**config.mk**
```make
export PLATFORM = sky130hd
export DESIGN_NAME = shapool_host_ctrl
export DESIGN_NICKNAME = d
export VERILOG_FILES = /design/src/rtl/shapool_host_ctrl.sv
export SDC_FILE = /design/constraint.sdc
export NUM_CORES = 1
export LEC_CHECK = 0
export CORE_MARGIN = 1
export CORE_UTILIZATION = 45
export CTS_BUF_LIST = sky130_fd_sc_hd__clkbuf_2 sky130_fd_sc_hd__clkbuf_4 sky130_fd_sc_hd__clkbuf_8
export CTS_CLUSTER_DIAMETER = 120
export DETAILED_ROUTE_END_ITERATION = 8
export PLACE_DENSITY_LB_ADDON = 0.15
export SYNTH_ARGS = -nofsm -noshare
export SYNTH_HDL_FRONTEND = slang
export SYNTH_SLANG_ARGS = --single-unit
```
**constraint.sdc**
```tcl
create_clock -name clk_in -period 2.4 [get_ports clk_in]
set_input_delay 0.48 -clock clk_in [delete_from_list [all_inputs] [get_ports clk_in]]
set_output_delay 0.48 -clock clk_in [all_outputs]
set_load 0.05 [all_outputs]
```
**src/rtl/shapool_host_ctrl.sv**
```systemverilog
// ---------------------------------------------------------------------------
// shapool_host_ctrl
//   Host-side SPI initiator that takes one shapool device through a whole job:
//   hold the device in reset, write the config word on SPI1, write the job word
//   on SPI0, release reset, wait for ready_n, then read the result back on SPI1.
//
// Ports
//   clk_in            system clock (only clock)
//   reset_n_in        synchronous active-low reset
//   start_in          one-cycle job start, ignored while busy
//   cfg_data_in       config word, captured on start
//   job_data_in       job word, captured on start
//   busy_out          high from the cycle after start until DONE
//   done_out          one-cycle pulse at job end
//   result_valid_out  result was read (held until next start)
//   timeout_out       WAIT expired (held until next start)
//   result_out        last result read, MSB first
//   dev_reset_n_out   device reset: low = load, high = run
//   sck0/sdo0/cs0_n   SPI0 master (job)
//   sck1/sdo1/cs1_n   SPI1 master (config write / result read)
//   sdi1_in           SPI1 data from the device
//   ready_n_in        device result-ready, active low, asynchronous
// ---------------------------------------------------------------------------
module shapool_host_ctrl #(
    parameter int CLK_DIV        = 4,
    parameter int CFG_BITS       = 8,
    parameter int JOB_BITS       = 360,
    parameter int RESULT_BITS    = 32,
    parameter int TIMEOUT_CYCLES = 16777216
) (
    input  logic                   clk_in,
    input  logic                   reset_n_in,
    input  logic                   start_in,
    input  logic [CFG_BITS-1:0]    cfg_data_in,
    input  logic [JOB_BITS-1:0]    job_data_in,
    output logic                   busy_out,
    output logic                   done_out,
    output logic                   result_valid_out,
    output logic                   timeout_out,
    output logic [RESULT_BITS-1:0] result_out,
    output logic                   dev_reset_n_out,
    output logic                   sck0_out,
    output logic                   sdo0_out,
    output logic                   cs0_n_out,
    output logic                   sck1_out,
    output logic                   sdo1_out,
    output logic                   cs1_n_out,
    input  logic                   sdi1_in,
    input  logic                   ready_n_in
);

    localparam int MAX_A    = (CFG_BITS > RESULT_BITS) ? CFG_BITS : RESULT_BITS;
    localparam int MAX_BITS = (JOB_BITS > MAX_A) ? JOB_BITS : MAX_A;
    localparam int BIT_W    = (MAX_BITS > 2) ? $clog2(MAX_BITS) : 1;
    localparam int PH_W     = (CLK_DIV > 2) ? $clog2(CLK_DIV) : 1;
    localparam int TO_W     = (TIMEOUT_CYCLES > 2) ? $clog2(TIMEOUT_CYCLES) : 1;

    typedef enum logic [2:0] {
        S_IDLE, S_PRE, S_CFG, S_JOB, S_RUN, S_WAIT, S_READ, S_DONE
    } state_t;

    // Sub-phase of a shift state: data bits, SCK-low tail with CS still
    // asserted, then CS-high gap before moving on.
    typedef enum logic [1:0] {SEG_BITS, SEG_TAIL, SEG_GAP} seg_t;

    state_t                 state_q, state_d;
    seg_t                   seg_q;
    logic                   half_q;
    logic [PH_W-1:0]        phase_q;
    logic [BIT_W-1:0]       bit_q;
    logic [TO_W-1:0]        to_cnt_q;
    logic [CFG_BITS-1:0]    cfg_sr_q;
    logic [JOB_BITS-1:0]    job_sr_q;
    logic [RESULT_BITS-1:0] res_sr_q;
    logic [RESULT_BITS-1:0] result_q;
    logic                   rvalid_q;
    logic                   timeout_q;
    logic [1:0]             rdy_sync_q;

    logic counting, shifting, last_phase, last_bit;
    logic bit_end, tail_end, gap_end, ready_s, to_term;

    assign counting   = (state_q == S_PRE) || (state_q == S_CFG) ||
                        (state_q == S_JOB) || (state_q == S_READ);
    assign shifting   = (state_q == S_CFG) || (state_q == S_JOB) || (state_q == S_READ);
    assign last_phase = (phase_q == PH_W'(CLK_DIV - 1));
    assign bit_end    = shifting && (seg_q == SEG_BITS) && half_q && last_phase;
    assign tail_end   = shifting && (seg_q == SEG_TAIL) && last_phase;
    assign gap_end    = shifting && (seg_q == SEG_GAP) && last_phase;
    assign ready_s    = ~rdy_sync_q[1];
    assign to_term    = (to_cnt_q == TO_W'(TIMEOUT_CYCLES - 1));

    always_comb begin
        last_bit = 1'b0;
        case (state_q)
            S_CFG:   last_bit = (bit_q == BIT_W'(CFG_BITS - 1));
            S_JOB:   last_bit = (bit_q == BIT_W'(JOB_BITS - 1));
            S_READ:  last_bit = (bit_q == BIT_W'(RESULT_BITS - 1));
            default: last_bit = 1'b0;
        endcase
    end

    // State register
    always_ff @(posedge clk_in) begin
        if (!reset_n_in) state_q <= S_IDLE;
        else             state_q <= state_d;
    end

    // Next-state logic
    always_comb begin
        state_d = state_q;
        case (state_q)
            S_IDLE: if (start_in)   state_d = S_PRE;
            S_PRE:  if (last_phase) state_d = S_CFG;
            S_CFG:  if (gap_end)    state_d = S_JOB;
            S_JOB:  if (gap_end)    state_d = S_RUN;
            S_RUN:                  state_d = S_WAIT;
            // A ready seen on the terminal count still wins over the timeout.
            S_WAIT: begin
                if (ready_s)      state_d = S_READ;
                else if (to_term) state_d = S_DONE;
            end
            // No CS gap after the read: DONE/IDLE already keep CS high.
            S_READ: if (tail_end)   state_d = S_DONE;
            S_DONE:                 state_d = S_IDLE;
            default:                state_d = S_IDLE;
        endcase
    end

    // Bit engine, shift registers, timeout counter and sticky status
    always_ff @(posedge clk_in) begin
        if (!reset_n_in) begin
            seg_q      <= SEG_BITS;
            half_q     <= 1'b0;
            phase_q    <= '0;
            bit_q      <= '0;
            to_cnt_q   <= '0;
            cfg_sr_q   <= '0;
            job_sr_q   <= '0;
            res_sr_q   <= '0;
            result_q   <= '0;
            rvalid_q   <= 1'b0;
            timeout_q  <= 1'b0;
            rdy_sync_q <= 2'b11;
        end else begin
            rdy_sync_q <= {rdy_sync_q[0], ready_n_in};

            // Engine restarts cleanly on every state entry.
            if (!counting || (state_d != state_q)) begin
                seg_q   <= SEG_BITS;
                half_q  <= 1'b0;
                phase_q <= '0;
                bit_q   <= '0;
            end else begin
                phase_q <= last_phase ? '0 : phase_q + 1'b1;
                if (last_phase && shifting) begin
                    case (seg_q)
                        SEG_BITS: begin
                            half_q <= ~half_q;
                            if (half_q) begin
                                if (last_bit) begin
                                    seg_q <= SEG_TAIL;
                                    bit_q <= '0;
                                end else begin
                                    bit_q <= bit_q + 1'b1;
                                end
                            end
                        end
                        SEG_TAIL: seg_q <= SEG_GAP;
                        default:  seg_q <= seg_q;
                    endcase
                end
            end

            if ((state_q == S_IDLE) && start_in) begin
                cfg_sr_q  <= cfg_data_in;
                job_sr_q  <= job_data_in;
                rvalid_q  <= 1'b0;
                timeout_q <= 1'b0;
            end

            // Data advances at the end of each bit so the next MSB appears
            // in the first low cycle of the following bit.
            if (bit_end) begin
                case (state_q)
                    S_CFG:   cfg_sr_q <= {cfg_sr_q[CFG_BITS-2:0], 1'b0};
                    S_JOB:   job_sr_q <= {job_sr_q[JOB_BITS-2:0], 1'b0};
                    S_READ:  res_sr_q <= {res_sr_q[RESULT_BITS-2:0], sdi1_in};
                    default: ;
                endcase
            end

            // Result only becomes visible once the full word is in.
            if ((state_q == S_READ) && tail_end) begin
                result_q <= res_sr_q;
                rvalid_q <= 1'b1;
            end

            if (state_q == S_RUN) begin
                to_cnt_q <= '0;
            end else if (state_q == S_WAIT) begin
                to_cnt_q <= to_cnt_q + 1'b1;
                if (!ready_s && to_term) timeout_q <= 1'b1;
            end
        end
    end

    // Output logic
    always_comb begin
        busy_out         = (state_q != S_IDLE) && (state_q != S_DONE);
        done_out         = (state_q == S_DONE);
        result_valid_out = rvalid_q;
        timeout_out      = timeout_q;
        result_out       = result_q;
        dev_reset_n_out  = !((state_q == S_PRE) || (state_q == S_CFG) || (state_q == S_JOB));
        cs0_n_out        = !((state_q == S_JOB) && (seg_q != SEG_GAP));
        cs1_n_out        = !(((state_q == S_CFG) || (state_q == S_READ)) && (seg_q != SEG_GAP));
        sck0_out         = (state_q == S_JOB) && (seg_q == SEG_BITS) && half_q;
        sck1_out         = ((state_q == S_CFG) || (state_q == S_READ)) &&
                           (seg_q == SEG_BITS) && half_q;
        sdo0_out         = (state_q == S_JOB) && (seg_q == SEG_BITS) && job_sr_q[JOB_BITS-1];
        sdo1_out         = (state_q == S_CFG) && (seg_q == SEG_BITS) && cfg_sr_q[CFG_BITS-1];
    end

endmodule

```
### Word level (Yosys, flattened, before mapping)

Cells that the tools add are included.

* multipliers: 0
* bitwise gates (word level): 2
* shifts and indexed selects: 0
* magnitude comparators: 0
* $add $sub $neg: 3
* reduce and logical (&&, ||, !) cells: 44
* equal/unequal tests: 19
* div/mod/pow operators: 0
* multiplexer cells: 25

Operators with widths (number)
* $mux 360: 3
* $add 24x1->24 const B: 1
* $eq 24x24->1 const B: 1
* $mux 8: 3
* $pmux 3 s8: 1
* $logic_and 1x1->1: 21
* $mux 3: 7
* $eq 3x3->1 const B: 4
* $add 9x1->9 const B: 1
* $eq 9x3->1 const B: 1
* $eq 9x5->1 const B: 1
* $eq 9x9->1 const B: 1
* $mux 9: 1
* $logic_or 1x1->1: 7
* $eq 3x2->1 const B: 2
* $mux 1: 6
* $ne 2x2->1 const B: 3
* $eq 2x2->1 const B: 2
* $logic_not 1->1: 4
* $mux 2: 2
* $pmux 2 s2: 1
* $reduce_and 2->1: 2
* $reduce_and 4->1: 1
* $reduce_bool 2->1: 2
* 13 further kinds: 15

* register bits: 477
* bits in latches: 0
* memories kept: 0
* input port bits: 373
* logic and storage cells: 106
* ROM bits: 0
* bits in writable memories: 0

### Depth between registers and ports, before layout

Gate-level depths: netlist of run 1.

* depth in word-level cells: 10
* mapped depth: 9
* depth with buffers taken out: 6

### Worst setup path before layout of run 1

Ideal clock, no wire load.

* path kind: register -> register
* from: register seg_q[1]
* to: register job_sr_q[178]
* data arrival time: 2.730 ns
* setup time: 0.070 ns
* slack: -0.400 ns
* path buffers: 4
* cell stages (with the launch flop): 10
* period minus slack after synthesis: 2.800 ns
* cells stage by stage: dfxtp_1 -> clkbuf_1 -> nor2_2 -> nand2_1 -> nor3_1 -> and3_1 -> buf_2 -> buf_2 -> buf_2 -> o2bb2ai_1

* word-level cells in the longest chain between the ends: 5

Ends and longest elaborated chain
* start: declaration: line 67 `seg_t seg_q;`
* start signal: assignment: line 170 `default: seg_q <= seg_q;`
* $logic_not 2->1: line 87 `assign bit_end = shifting && (seg_q == SEG_BITS) && half_q && last_phase;`
* $logic_and 1x1->1 (3 in a row): line 87
* $mux 360: line 184 `if (bit_end) begin`
* end signal: assignment: line 177 `job_sr_q <= job_data_in;`
* end signal: assignment: line 187 `S_JOB: job_sr_q <= {job_sr_q[JOB_BITS-2:0], 1'b0};`
* end: declaration: line 73 `logic [JOB_BITS-1:0] job_sr_q;`

No other way between the ends.
A chain may end at the register's enable or synchronous reset.

### Final worst setup path of run 1

* from: register state_q[1]
* to: output sdo1_out

* word-level cells in the longest chain between the ends: 3

Ends and longest elaborated chain
* start: declaration: line 66 `state_t state_q, state_d;`
* start signal: assignment: line 106 `else state_q <= state_d;`
* $eq 3x2->1: line 222 `sdo1_out = (state_q == S_CFG) && (seg_q == SEG_BITS) && cfg_sr_q[CFG_BITS-1];`
* $logic_and 1x1->1 (2 in a row): line 222
* end: declaration: line 46 `output logic sdo1_out,`

No other way between the ends.

==> flow_metrics.tcl, run 1 <==
set metrics [dict create \
    fillCellCount 3582 \
    crit_fanout 10 \
    cts_root_buf "clkbuf_8" \
    criticalPathCategory "reg -> out" \
    fp.dieH_um 211 \
    fmax_ghz 0.433 \
    slew_headroom 0.607 \
    num_rows 76 \
    worst_skew_pair.late_latency_ps 640 \
    startpoint_type "register" \
    ff_latch_area_sq_um 9560 \
    gp_congestion 0.845 \
    netlist_area_sq_um 19700 \
    slew_violations 0 \
    wl_met2_um 24300 \
    synth_edf_count 0 \
    path_buf_inv 2 \
    p_sw_uw 4250 \
    die_area_sq_um 44500 \
    highest_layer "met5" \
    min_path_cells 3 \
    hpwlAfterDp_um 35700 \
    grt_pass1_wl_um 79800 \
    fin_util 0.614 \
    ant_nets 0 \
    switching_share 0.235 \
    port_buffers 415 \
    core_area_sq_um 43100 \
    syn_avg_cell_area_sq_um 10.8 \
    yosysWarnings 0 \
    die_x_um 211 \
    critical_path_cell_count 4 \
    synth.net_count 2195 \
    hp-class "in -> reg" \
    multi_input_area_sq_um 9370 \
    synthFlopType "dfxtp_1" \
    globalRoute.totalOverflow 0 \
    power_frac_clock 0.418 \
    synth_cells 1819 \
    async_flop_share 0 \
    antenna_found_initial 23 \
    area_delta_synth_final_pct 34.5 \
    r2r_cells 7 \
    setup_viol 0 \
    clockBufferDepth 3 \
    intPower_uw 13900 \
    p_per_area_nw_per_um2 685 \
    initial_utilization 0.456 \
    ys_ff_latch 477 \
    final_common_cell "dfxtp_1" \
    grt_max_degree 56 \
    top_level_ports 416 \
    crit_chain "buf_6 > nor2b_4 > and4_4 > buf_12" \
    cp-startpoint "state_q[1]" \
    wl_um 51200 \
    cts_tree "yes" \
    via_count 15300 \
    routed_via_density 5.32 \
    p_leak_uw 0.00961 \
    drc 0 \
    ys_seq_area_frac 0.486 \
    required_ps 1920 \
    drtPass1Iterations 5 \
    run_status "finished clean" \
    final_net_count 2597 \
    hold_start "reset_n_in" \
    worstPathArrival_ps 1830 \
    post_drt_wl_per_cell_um 17.8 \
    final-hold-violation-count 0 \
    p_comb_frac 0.108 \
    rsz0062_at_grt "true" \
    timing.final.crit_period_ps 2310 \
    clkSlewWorstSetupHoldPaths_ps 60 \
    final.setup_skew_ps 21.6 \
    pwr-share-seq 0.474 \
    vdd_drop_max_uv 548 \
    layout_common_cells "dfxtp_1 (473), clkdlybuf4s50_1 (405), o2bb2ai_1 (361)" \
    worst_path_max_delay_cell "dfxtp_4" \
    drt_iter0_drc 894 \
    rr_startpoint "phase_q[0]" \
    numCtsBuffers 80 \
    grt_pass1_vias 15400 \
    worst_pin_slew_ps 589 \
    met1_length_um 22400 \
    grt_usage 0.225 \
    ys_types 49 \
    htreeDepth 3 \
    period_share 0.963 \
    cts_sinks 477 \
    setup_tns_ps 0 \
    drv_cap 0 \
    wl_met3_um 3170 \
    layout-drive-gt1-share 0.106 \
    critical-path-top-delay-family "simple AND/OR/NAND/NOR gates" \
    critPathCaptureType "primary output" \
    critPathMaxStageDelay_ps 410 \
]
==> routing by layer <==
| layer | vias up | GRT usage |
|---|---|---|
| met5 | - | 0 |
| met2 | 340 | 0.367 |
| li1 | 7562 | - |
| met1 | 7296 | 0.277 |
| met3 | 93 | 0.0703 |
| met4 | 24 | 0.0820 |
==> power by group through the flow <==
stage	combinational [uW]	clock [uW]	sequential, uW
after floorplan	1080	0	8670
after global placement	1930	0	8740
after detailed placement	1980	0	8740
after CTS	1990	7780	8580
after global routing	2130	8160	8630
final	1960	7560	8590
==> cells by family (layout without fill, tap and decap cells) <==
group / count (synthesis) / after routing / share of synthesized area
compound gates: 466 / 466 / 0.201
xor+xnor: 30 / 30 / 0.0134
fa+ha+maj: 3 / 3 / 0.00191
buf+inv: 167 / 630 / 0.0411
flops: 477 / 477 / 0.486
mux: 360 / 360 / 0.183
other cells: 0 / 11 / 0
simple gates: 316 / 316 / 0.0735
==> registers in the layout (all words and copies together), names as in the netlist <==
register          flops
job_sr_q            360
timeout_out           1
bit_q                 9
half_q                1
cfg_sr_q              8
to_cnt_q             24
seg_q                 2
phase_q               2
res_sr_q             32
result_valid_out      1
state_q               3
rdy_sync_q            2
result_out           32
==> tightest hold or removal path: stages <==
cell	delay [ps]
buf_2	150
buf_4	250
nand2b_1	100
==> path summary, 6_finish.rpt <==
kind              endpoint  slack, ps
max               sdo1_out         90
min          rdy_sync_q[0]        380
max reg2reg  job_sr_q[131]        260
min reg2reg  rdy_sync_q[1]        430
==> per-stage QoR <==
step / cells / hold slack (ps) / power [uW] / setup WS (ps) / area, sq um
after floorplan: 1819 / 386 / 9750 / 73.6 / 19700
after global placement: 2722 / 405 / 10700 / 55.0 / 24600
after detailed placement: 2722 / 405 / 10700 / 8.21 / 24600
after CTS: 2866 / 310 / 18400 / 12.2 / 26400
after global routing: 2877 / 343 / 18900 / -11.2 / 26400
final: 2878 / 377 / 18100 / 89.0 / 26400
==> Yosys cell counts, drive strengths merged (2+ instances only) <==
cell / count / area (sq um)
xnor2: 11 / 96.3
nor4: 5 / 31.3
dfxtp: 477 / 9550
o21ai: 5 / 25.0
nand2b: 6 / 37.5
nand4: 13 / 81.3
xor2: 19 / 166
or3: 3 / 18.8
nor3: 8 / 40.0
clkbuf: 41 / 154
mux2i: 360 / 3600
nand4b: 2 / 17.5
and3b: 2 / 17.5
inv: 7 / 26.3
nand3: 24 / 120
a21boi: 66 / 495
and4: 5 / 43.8
a21o: 2 / 15.0
a21oi: 13 / 65.1
nor2: 46 / 175
nor4b: 4 / 41.3
nand3b: 7 / 52.6
nand2: 175 / 657
o211a: 7 / 70.1
ha: 3 / 37.5
and3: 9 / 56.3
and2: 2 / 12.5
o211ai: 2 / 15.0
buf: 119 / 628
o31ai: 2 / 15.0
o2bb2ai: 361 / 3160
==> layout make-up <==
type / count / share of cell area
sequential: 477 / 0.361
timing repair buffer: 480 / 0.190
clock inverter: 9 / 0.00199
clock buffer: 134 / 0.0629
tap: 585 / 0.0277
antenna: 11 / 0.00104
inverter: 7 / 0.000994
multi-input combinational: 1175 / 0.354
==> timing repair <==
| action | in CTS | in global routing |
|---|---|---|
| pin swaps | 1 | 0 |
| setup buffers | 1 | 1 |
| hold buffers | 0 | 0 |
| setup endpoints to repair | 7 | 3 |
| gates resized for setup | 14 | 2 |
Note: power is estimated with default switching activity, not from simulation.
==> run 2: changes to the inputs <==
Clock period 2.4 ns to 2.5 ns, I/O delays scaled along.
==> run 2 against run 1 <==
First-iteration DRC count increased by 7.8%. Clock power barely moved. Cell count did not move. Flip-flop and latch count stayed put. Largest power group unchanged. Critical path type unchanged. Via count shrank 0.48%. Register-to-register slack improved by 90 ps.
==> flow_metrics.tcl, run 2 (synthesized netlist as in run 1, its figures left out) <==
set metrics [dict create \
    fp.dieH_um 211 \
    grt_pass1_wl_um 79500 \
    globalRoute.totalOverflow 0 \
    p_total_uw 17700 \
    worst_pin_slew_ps 607 \
    rsz0062_at_grt "false" \
    final-hold-violation-count 0 \
    setup_ws_ps 125 \
    die_x_um 211 \
    clkSlewWorstSetupHoldPaths_ps 60 \
    via_count 15200 \
    run_status "finished clean" \
    setup_viol 0 \
    p_leak_uw 0.00961 \
    clockBufferDepth 3 \
    required_ps 2000 \
    criticalPathCategory "reg -> out" \
    setup_tns_ps 0 \
    period_share 0.950 \
    grt_usage 0.223 \
    hpwlAfterDp_um 35100 \
    routed_via_density 5.30 \
    layout_common_cells "dfxtp_1 (474), clkdlybuf4s50_1 (405), o2bb2ai_1 (361)" \
    fmax_ghz 0.421 \
    area_delta_synth_final_pct 34.6 \
    top_level_ports 416 \
    layout-drive-gt1-share 0.103 \
    gp_congestion 0.790 \
    num_rows 76 \
    crit_chain "nor2b_2 > and4_1 > buf_12" \
    cts_tree "yes" \
    cts_sinks 477 \
    grt_max_degree 75 \
    startpoint_type "register" \
    wl_um 50800 \
    vdd_drop_max_uv 489 \
    timing.final.crit_period_ps 2370 \
    hp-class "in -> reg" \
    crit_fanout 17 \
    slew_violations 0 \
    dpl_cell_area_sq_um 24600 \
    post_drt_wl_per_cell_um 17.6 \
    largest-register "job_sr_q" \
    cts_root_buf "clkbuf_8" \
    path_buf_inv 1 \
    htreeDepth 3 \
    die_area_sq_um 44500 \
    critical-path-top-delay-family "simple AND/OR/NAND/NOR gates" \
    drc 0 \
    critPathCaptureType "primary output" \
    drv_cap 0 \
    cts_setup_buffers 0 \
    drtPass1Iterations 5 \
    critPathMaxStageDelay_ps 460 \
    p_per_area_nw_per_um2 667 \
    core_area_sq_um 43100 \
    worst_path_max_delay_cell "dfxtp_4" \
    grt_pass1_vias 15400 \
    antenna_found_initial 21 \
    ant_nets 0 \
    drt_iter0_drc 964 \
    worst_skew_pair.late_latency_ps 650 \
    final_net_count 2592 \
    numCtsBuffers 81 \
    worstPathArrival_ps 1870 \
    finalInstanceArea_sq_um 26500 \
    place_ws_ps 25.2 \
    initial_utilization 0.456 \
    final.setup_skew_ps 23.5 \
    slew_headroom 0.595 \
    largest_reg_flops 360 \
    hold_buffers 0 \
    port_buffers 415 \
    final_common_cell "dfxtp_1" \
]
## run 2: changes by cell type in the layout (fill, tap and decap cells not counted), sizes merged
cell      change
clkinvlp      -1
clkinv        +4
buf           -6
clkbuf        -3
bufinv        +2
diode         +4
## run 2: cell type report
cell class	count	area, sq um
well taps	585	732
flip-flops and latches	477	9560
diodes	15	37.5
clock inverters	14	125
repair buffers	474	4980
fillers	3577	16600
inverters	7	26.3
multi-input cells	1175	9350
clock buffers	131	1660
## run 2: final timing paths
path / from / endpoint / slack (ps) / cells after the start
max reg2reg: state_q[2] / job_sr_q[37] / 350 / 7
min reg2reg: rdy_sync_q[0] / rdy_sync_q[1] / 420 / 1
max: state_q[1] / sdo1_out / 130 / 3
min: reset_n_in / rdy_sync_q[1] / 200 / 2
## run 2: layer usage
metal / vias to the layer above / routed length, um / GRT usage / part of all wire
li1: 7570 / - / - / -
met1: 7194 / 21500 / 0.262 / 0.42
met2: 350 / 23500 / 0.353 / 0.46
met3: 114 / 4070 / 0.0916 / 0.080
met4: 14 / 1600 / 0.104 / 0.031
met5: - / 106 / 0 / 0.0021
## run 2: power by group
group          leakage, uW  switching [uW]  internal, uW  total (uW)
clock             0.000950            3160          4400        7550
sequential         0.00391             226          8010        8240
combinational      0.00476             750          1120        1870
## run 2: timing repair
action,4_1_cts,5_1_grt
resized for setup,8,3
setup endpoints to repair,9,3
gates cloned,0,0
## run 2: stage by stage
stage	hold slack (ps)	utilization	cells
after floorplan	386	-	1819
after detailed placement	407	0.571	2718
after CTS	132	0.613	2863
after global placement	402	0.571	2718
final	195	0.614	2878
after global routing	144	0.614	2874
==> run 3: changes to the inputs <==
Settings changed: CELL_PAD_IN_SITES_DETAIL_PLACEMENT set to 0, CELL_PAD_IN_SITES_GLOBAL_PLACEMENT set to 2, CORE_MARGIN 1 to 2, CORE_UTILIZATION 45 to 34.
Clock period 2.5 ns to 2.7 ns, I/O delays scaled along.
==> run 3 against run 2 <==
Non-clock buffer count is 4 lower. Sequential power is 7.5% lower. Total power is 7.0% lower. Critical endpoint is now sdo0_out. Critical path type unchanged. Clock-buffer cell count is 5 higher. Cell count is 6.1% higher. Flip-flop and latch count stayed put. Routed wire length is 8.1% higher. Worst hold slack better by 120 ps. Largest power group unchanged.
==> flow_metrics.tcl, run 3 (synthesized netlist as in run 1, its figures left out) <==
set metrics [dict create \
    r2r-end "job_sr_q[39]" \
    hold_buffers 0 \
    fmax_ghz 0.398 \
    setup_viol 0 \
    final_common_cell "dfxtp_1" \
    top_level_ports 416 \
    initial_utilization 0.342 \
    slew_violations 0 \
    rsz0062_at_grt "false" \
    setup_tns_ps 0 \
    antenna_found_initial 21 \
    worstPathArrival_ps 1970 \
    fillCellCount 5396 \
    final.setup_skew_ps 14.3 \
    ant_nets 0 \
    min_path_cells 3 \
    p_leak_uw 0.00957 \
    core_area_sq_um 57500 \
    port_buffers 415 \
    die_x_um 244 \
    grt_max_degree 109 \
    cts_root_buf "clkbuf_8" \
    rr_startpoint "phase_q[0]" \
    area_delta_synth_final_pct 35.1 \
    drt_iter0_drc 658 \
    hold_start "reset_n_in" \
    critPathCaptureType "primary output" \
    wl_um 54900 \
    startpoint_type "register" \
    numCtsBuffers 87 \
    num_rows 88 \
    hpwlAfterDp_um 37800 \
    die_area_sq_um 59800 \
    globalRoute.totalOverflow 0 \
    final_net_count 2594 \
    p_total_uw 16400 \
    cts_setup_buffers 0 \
    cts_tree "yes" \
    clockBufferDepth 3 \
    worst_pin_slew_ps 728 \
    timing.final.crit_period_ps 2510 \
    grt_usage 0.179 \
    fp.dieH_um 244 \
    layout-drive-gt1-share 0.100 \
    whs_endpoint "cfg_sr_q[0]" \
    drtPass1Iterations 4 \
    gp_congestion 0.790 \
    drc 0 \
    largest-register "job_sr_q" \
    final-hold-violation-count 0 \
    rrSetupSlack_ps 400 \
    criticalPathCategory "reg -> out" \
    layout_common_cells "dfxtp_1 (476), clkdlybuf4s50_1 (405), o2bb2ai_1 (361)" \
    worst_skew_pair.late_latency_ps 650 \
    grt_pass1_vias 15400 \
    grt_pass1_wl_um 85200 \
    clkSlewWorstSetupHoldPaths_ps 50 \
    htreeDepth 3 \
    required_ps 2160 \
    p_per_area_nw_per_um2 618 \
    via_count 15100 \
    post_drt_wl_per_cell_um 18.0 \
    largest_reg_flops 360 \
    hp-class "in -> reg" \
    r2r_cells 7 \
    routed_via_density 4.95 \
    cts_sinks 477 \
    drv_cap 0 \
    crit_fanout 5 \
    slew_headroom 0.515 \
    run_status "finished clean" \
    period_share 0.931 \
    vdd_drop_max_uv 347 \
]
run 3: changes by cell type in the layout (fill, tap and decap cells not counted), moves of 2 or more:
cell,previous run,this run
clkinv_2,10,7
nor2_1,43,45
buf_4,35,39
buf_12,33,25
dfxtp_1,474,476
dfxtp_4,2,0
clkbuf_4,23,27
diode_2,15,12
run 3: power breakdown:
| group | internal (uW) | total [uW] | switching (uW) | leakage [uW] |
|---|---|---|---|---|
| clock | 4070 | 7050 | 2980 | 0.000954 |
| combinational | 1030 | 1750 | 714 | 0.00471 |
| sequential | 7420 | 7620 | 200 | 0.00391 |
run 3: how the worst max path moves through the flow:
| stage | startpoint | to |
|---|---|---|
| final | state_q[1] | sdo0_out |
| after floorplan | state_q[2] | busy_out |
| after CTS | state_q[2] | busy_out |
| after detailed placement | start_in | job_sr_q[220] |
| after global routing | state_q[2] | busy_out |
| after global placement | start_in | job_sr_q[262] |
run 3: final cells by class:
| type | instances | area (sq um) | area share |
|---|---|---|---|
| Clock inverter | 11 | 88.8 | 0.00335 |
| Multi-Input combinational cell | 1175 | 9350 | 0.352 |
| Antenna cell | 12 | 30.0 | 0.00113 |
| Sequential cell | 477 | 9550 | 0.360 |
| Inverter | 7 | 26.3 | 0.000989 |
| Tap cell | 765 | 957 | 0.0360 |
| Clock buffer | 136 | 1700 | 0.0641 |
| Timing Repair Buffer | 470 | 4850 | 0.183 |
run 3: routing by layer:
layer  track usage  up-vias  wire length [um]
li1              -     7575                 -
met1         0.219     7135             23900
met2         0.293      270             26300
met3        0.0631      102              3470
met4        0.0570       22              1030
met5             0        -               173
run 3: what timing repair did:
| item | 4_1_cts | 5_1_grt |
|---|---|---|
| gates cloned | 0 | 0 |
| setup endpoints to repair | 2 | 5 |
| resized for setup | 2 | 4 |
run 3: critical path, cell delays in order, from the launching register on:
cell     delay, ps
dfxtp_1        370
nand2_1        120
buf_4          170
nor2_1         240
and3_1         280
buf_12         150
run 3: metrics by stage:
step | std cells | hold slack (ps) | worst slack [ps] | utilization | area, sq um
after floorplan | 1819 | 386 | 193 | - | 19700
after global placement | 2894 | 412 | 203 | 0.430 | 24700
after detailed placement | 2894 | 400 | 178 | 0.430 | 24700
after CTS | 3041 | 237 | 4.65 | 0.461 | 26500
after global routing | 3046 | 257 | 4.99 | 0.462 | 26500
final | 3053 | 313 | 185 | 0.462 | 26600
